**config.mk**
```make
export PLATFORM = sky130hd
export DESIGN_NAME = frame_scan_ctrl_flat
export DESIGN_NICKNAME = d
export VERILOG_FILES = /design/src/rtl/frame_scan_ctrl_if.sv /design/src/rtl/frame_scan_ctrl.sv /design/src/flat_wrapper.sv
export SDC_FILE = /design/constraint.sdc
export NUM_CORES = 1
export LEC_CHECK = 0
export CAP_MARGIN = 20
export CORE_MARGIN = 2
export CORE_UTILIZATION = 67
export DETAILED_ROUTE_END_ITERATION = 8
export DONT_BUFFER_PORTS = 1
export GPL_TIMING_DRIVEN = 0
export PLACE_DENSITY = 0.88
export SYNTH_ARGS = -nofsm -noshare
export SYNTH_HDL_FRONTEND = slang
export SYNTH_SLANG_ARGS = --single-unit
```
**constraint.sdc**
```tcl
create_clock -name HCLK -period 4.2 [get_ports HCLK]
set_input_delay 0.21 -clock HCLK [delete_from_list [all_inputs] [get_ports HCLK]]
set_output_delay 0.21 -clock HCLK [all_outputs]
set_load 0.1 [all_outputs]
```
**src/rtl/frame_scan_ctrl_if.sv**
```systemverilog
// frame_scan_ctrl_if: pixel handshake bundle between the scan controller,
// the pixel source (src_*) and the pixel sink (dst_*, row/col tags).
// master = controller side, slave = source/sink environment side.
interface frame_scan_ctrl_if;
  logic        src_valid;
  logic        src_ready;
  logic        dst_valid;
  logic        dst_ready;
  logic [10:0] row;
  logic [10:0] col;

  modport master (
    input  src_valid, dst_ready,
    output src_ready, dst_valid, row, col
  );

  modport slave (
    output src_valid, dst_ready,
    input  src_ready, dst_valid, row, col
  );
endinterface

```
**src/rtl/frame_scan_ctrl.sv**
```systemverilog
// frame_scan_ctrl: paces one width x height frame from source to sink through
// a one-entry tagged output register, reporting progress and completion.
// Optional feature macro: SCAN_BOTTOM_UP_EN (rows scanned height-1 down to 0).
module frame_scan_ctrl #(
  parameter int unsigned MAX_DIM = 2048
) (
  input  logic                   HCLK,
  input  logic                   HRESETn,
  input  logic                   start,
  input  logic                   abort,
  input  logic [31:0]            width,
  input  logic [31:0]            height,
  frame_scan_ctrl_if.master      bus,
  output logic [22:0]            pixel_count,
  output logic                   busy,
  output logic                   done,
  output logic                   err
);

  typedef enum logic [1:0] {IDLE, SCAN, DRAIN, DONE} state_t;

  state_t      state_q, state_d;
  logic [10:0] col_last;     // width - 1
  logic [22:0] total;        // width * height
  logic [10:0] nrow, ncol;   // coordinate of the next pixel to accept
  logic [10:0] row_q, col_q;
  logic        dst_valid_q;
  logic        src_ready;
  logic        accept;
  logic        last;
  logic        legal;
  logic        err_q;

  assign legal = (width != '0) && (width <= MAX_DIM) &&
                 (height != '0) && (height <= MAX_DIM);
  assign last  = (pixel_count + 23'd1) == total;

  assign bus.src_ready = src_ready;
  assign bus.dst_valid = dst_valid_q;
  assign bus.row       = row_q;
  assign bus.col       = col_q;
  assign err           = err_q;

  // State register
  always_ff @(posedge HCLK or negedge HRESETn) begin
    if (!HRESETn) state_q <= IDLE;
    else          state_q <= state_d;
  end

  // Next-state, source handshake and status decode
  always_comb begin
    state_d   = state_q;
    src_ready = 1'b0;
    accept    = 1'b0;
    busy      = 1'b0;
    done      = 1'b0;
    case (state_q)
      IDLE: begin
        if (start && legal) state_d = SCAN;
      end
      SCAN: begin
        busy      = 1'b1;
        src_ready = !dst_valid_q || bus.dst_ready;
        accept    = bus.src_valid && src_ready;
        if (accept && last) state_d = DRAIN;
      end
      DRAIN: begin
        busy = 1'b1;
        if (!dst_valid_q || bus.dst_ready) state_d = DONE;
      end
      DONE: begin
        done    = 1'b1;
        state_d = IDLE;
      end
      default: state_d = IDLE;
    endcase
    if (abort) begin
      state_d = IDLE;
      accept  = 1'b0;
    end
  end

  // Frame size latch, coordinate counter, output register and progress count
  always_ff @(posedge HCLK or negedge HRESETn) begin
    if (!HRESETn) begin
      col_last    <= '0;
      total       <= '0;
      nrow        <= '0;
      ncol        <= '0;
      row_q       <= '0;
      col_q       <= '0;
      dst_valid_q <= 1'b0;
      pixel_count <= '0;
      err_q       <= 1'b0;
    end else begin
      err_q <= 1'b0;
      if (abort) begin
        dst_valid_q <= 1'b0;
      end else begin
        case (state_q)
          IDLE: begin
            if (start) begin
              if (legal) begin
                // width up to 2048 wraps to 0 in 11 bits, so width-1 is exact
                col_last    <= 11'(width - 32'd1);
                total       <= 23'(width * height);
                pixel_count <= '0;
                ncol        <= '0;
`ifdef SCAN_BOTTOM_UP_EN
                nrow        <= 11'(height - 32'd1);
`else
                nrow        <= '0;
`endif
              end else begin
                err_q <= 1'b1;
              end
            end
          end
          SCAN: begin
            if (accept) begin
              row_q       <= nrow;
              col_q       <= ncol;
              dst_valid_q <= 1'b1;
              pixel_count <= pixel_count + 23'd1;
              if (ncol == col_last) begin
                ncol <= '0;
`ifdef SCAN_BOTTOM_UP_EN
                nrow <= nrow - 11'd1;
`else
                nrow <= nrow + 11'd1;
`endif
              end else begin
                ncol <= ncol + 11'd1;
              end
            end else if (bus.dst_ready) begin
              dst_valid_q <= 1'b0;
            end
          end
          DRAIN: begin
            if (bus.dst_ready) dst_valid_q <= 1'b0;
          end
          default: ;
        endcase
      end
    end
  end

endmodule

```
**src/flat_wrapper.sv**
```systemverilog
// flat-port wrapper written by rule: the top's interface ports become plain ports
module frame_scan_ctrl_flat 
#(
  parameter int unsigned MAX_DIM = 2048
)
  (HCLK, HRESETn, start, abort, width, height, pixel_count, busy, done, err, bus_src_valid, bus_dst_ready, bus_src_ready, bus_dst_valid, bus_row, bus_col);
  frame_scan_ctrl_if bus_i ();
  input  logic HCLK;
  input  logic HRESETn;
  input  logic start;
  input  logic abort;
  input  logic [31:0] width;
  input  logic [31:0] height;
  output logic [22:0] pixel_count;
  output logic busy;
  output logic done;
  output logic err;
  input wire logic [$bits(bus_i.src_valid)-1:0] bus_src_valid;
  input wire logic [$bits(bus_i.dst_ready)-1:0] bus_dst_ready;
  output wire logic [$bits(bus_i.src_ready)-1:0] bus_src_ready;
  output wire logic [$bits(bus_i.dst_valid)-1:0] bus_dst_valid;
  output wire logic [$bits(bus_i.row)-1:0] bus_row;
  output wire logic [$bits(bus_i.col)-1:0] bus_col;
  assign bus_i.src_valid = bus_src_valid;
  assign bus_i.dst_ready = bus_dst_ready;
  assign bus_src_ready = bus_i.src_ready;
  assign bus_dst_valid = bus_i.dst_valid;
  assign bus_row = bus_i.row;
  assign bus_col = bus_i.col;
  frame_scan_ctrl #(.MAX_DIM(MAX_DIM)) u_core (.HCLK(HCLK), .HRESETn(HRESETn), .start(start), .abort(abort), .width(width), .height(height), .bus(bus_i), .pixel_count(pixel_count), .busy(busy), .done(done), .err(err));
endmodule
```
==> out/metrics.cfg <==
[outcome]
status=finished with violations
violations=setup timing

[critical_path]
critical_path.startpoint=height[3]
path_cells=clkbuf_16, buf_8, nand2_4, fa_1, fa_1, fa_2, fa_2, fa_1, inv_2, fa_1, inv_2, fa_1, inv_2, ha_4, o21a_1, o21ai_0, o31ai_4, o41ai_2, xnor2_1, o21ai_1
path_buf_inv=5
crit_path_end=u_core.total[22]
required_ns=4.42
worst-path-stages=20
critPathLaunchType=input pin
cp_slowest_cell=fa_2
rr_startpoint=u_core.pixel_count[16]
end_kind=flop
worstPathArrival_ns=5.94
crit_type=in -> reg
r2r-end=u_core.state_q[0]
cpLargestDelayFamily=adder cells
cp_common_cell=fa_1
slowest_delay_ns=0.59
regToRegSetupSlack_ns=0.08
cp_max_fo=5
rr_worst_depth=10

[global_route]
track_usage_pct=37.64
grt-ovfl-total=0
grt_pass1_vias=12280
antenna_found_initial=3
grt_pass1_wl_mm=64.07
grt_max_degree=106

[power]
p_leak_nw=7.522
power.density_nw_per_um2=965.4
vdd.ir_drop.worst_mv=0.9622

[yosys]
syn_inst=1575
ys.warnings.count=0
seq_area_frac_synth_pct=18.78
synth_area_per_cell_sq_um=8.884
ys_seq_elements=105
synth_ff_type=dfrtp_1
ys_async_sr_fraction_pct=100.0
syn_nets=1927
synth_area_sq_um=13990
ys_types=54
synth_edf_count=0

[floorplan]
core_area_sq_um=20360
pin_count=120
die_h_um=148.5
initial_core_util_pct=68.71
fp.dieArea_sq_um=22060
rows=52
die_w_um=148.5

[sta]
hold_violations=0
setup_viol=15
setup_ws_ns=-1.516
period_minus_slack_ns=5.716
worst_pin_slew_ns=1.085
drv_slew=0
setup_tns_ns=-15.31
max_freq_ghz=0.1749
slew_headroom_pct=27.64
rsz0062_at_grt=true
min_period_over_period_pct=136.1
fin_skew_ns=0.01175

[clock_network]
cts_buffers=9
numClockSinks=105
path_clk_slew_ns=0.08
clk_latency_ns=0.35
clockRootBuffer=clkbuf_16
htree_levels=3
clock_path_buffers=2
tritoncts=yes

[placed_design]
port_buffers=0
place_congestion=0.9430
placed_cells=1845
place_hpwl_mm=30.22

[drt]
wl_mm=41.27
route.detailed.drc=0
first_iter_violations=993
ant_nets=0
avgRoutedWirePerCell_um=21.59
vias_per_cell=6.155
num_vias=11760
drt-pass1-iter-count=5

[layout]
stdcell_count=1911
fillerInstances=1251
num-nets-final=1987
final_util_pct=79.52
area_delta_synth_final_pct=15.73
drive_gt1_share_pct=17.26

[min_path]
hold_class=in -> reg

[job]
drv_cap=0

==> synthesized netlist by cell type, drive strengths merged, types with 9 or more instances <==
cell    count  share of area [%]
dfrtp     105                 19
xnor2      79                4.9
and3       15               0.67
nand2     219                5.9
nand2b     16               0.72
fa        192                 27
nor3       14               0.54
xor2       27                1.7
a21oi      33                1.2
clkbuf     72                1.9
buf         9               0.34
o21ai      78                2.8
nand3      20               0.72
mux2       28                2.3
nor2       49                1.3
ha         90                8.0
a22o        9               0.56
nand4      17               0.76
a21o       20                1.1
inv       245                6.6
nor4       14               0.63
o31ai      25                1.3
and2      129                5.8
==> how the worst min path moves through the flow <==
stage                   start                 to  cells past startpoint
finish              height[0]    u_core.total[0]                      2
global route            abort  u_core.state_q[1]                      2
floorplan             HRESETn  u_core.bus.col[0]                      0
detailed placement    HRESETn  u_core.bus.row[9]                      0
CTS                 height[0]    u_core.total[0]                      2
global placement      HRESETn  u_core.bus.row[4]                      0
==> timing repair <==
| item | CTS | global route |
|---|---|---|
| buffers inserted | 31 | 15 |
| resized for setup | 94 | 62 |
| setup endpoints to repair | 17 | 16 |
| hold buffers | 3 | 0 |
| cloned | 0 | 1 |
| pin swaps | 61 | 43 |
| endpoints found under the hold margin | 106 | 0 |
==> flip-flops by register name (all words and copies together) (netlist names) <==
signal / flops
u_core.bus.col: 11
u_core.bus.dst_valid: 1
u_core.bus.row: 11
u_core.col_last: 11
u_core.err: 1
u_core.ncol: 11
u_core.nrow: 11
u_core.pixel_count: 23
u_core.state_q: 2
u_core.total: 23
==> logic make-up after synthesis <==
kind of cell	synth area share [%]
DFF	18.78
xor gates and xnor gates	6.635
adders and majority gates	35.52
AOI/OAI and AO/OA	8.719
buffers and inverters	8.844
and+or+nand+nor	18.75
muxes	2.754
==> metrics by stage <==
stage               setup slack, ns  instance area (sq um)  hold WS (ns)  power, mW
floorplan                    -1.542                  14610      -0.08559      9.724
global placement             -2.162                  14950      -0.08360      11.67
detailed placement           -2.295                  14950      -0.08361      12.14
CTS                          -1.441                  15870       0.02538      14.47
global route                 -1.694                  16190       0.05781      16.93
finish                       -1.516                  16190       0.02905      15.63
==> worst reg2reg max path: stages (launching register included) <==
cell and delay [ns]:
dfrtp_1 0.93, clkbuf_1 0.38, and3_1 0.26, and3_1 0.25, nand4_1 0.29, xnor2_1 0.41
nand3_1 0.11, nor4_1 0.29, o2111ai_1 0.33, a221oi_2 0.40, mux2_2 0.37
==> metal layers <==
layer / GRT usage [%] / up-vias / share of wire, %
met3: 8.252 / 186 / 9.6
met2: 65.32 / 701 / 49
met1: 44.81 / 5762 / 36
met5: 0 / - / 0.078
met4: 17.62 / 4 / 5.6
li1: - / 5110 / -
==> cell type report <==
class,instances,area [sq um],area share [%]
Multi-Input combinational cell,1144,10730,66.27
Sequential cell,105,2651,16.37
Inverter,245,919.6,5.679
Buffer,80,772.0,4.767
Timing Repair Buffer,50,473.0,2.921
Tap cell,270,337.8,2.086
Clock buffer,9,225.2,1.391
Clock inverter,7,80.08,0.4945
Antenna cell,1,2.502,0.01545
==> power breakdown <==
group          switching, mW  internal, mW  total (mW)  leakage, nW
registers              0.101          1.03        1.13         1.44
clock network          0.421         0.424       0.846        0.146
logic                   7.44          6.22        13.7         5.93
total                   7.97          7.67        15.6         7.52
==> placed cells by master (no fill, tap or decap), types with 18 or more instances in the layout <==
master	n
clkbuf_16	23
xor2_1	26
clkbuf_1	32
nand2_1	207
o21ai_0	63
buf_4	32
ha_1	66
inv_2	25
inv_1	220
ha_4	18
fa_1	175
dfrtp_1	92
nor2_1	47
o31ai_1	21
and2_1	117
mux2_2	28
a21o_1	20
xnor2_1	76
a21oi_1	24
nand3_1	20
(Power assumes the default switching activity.)
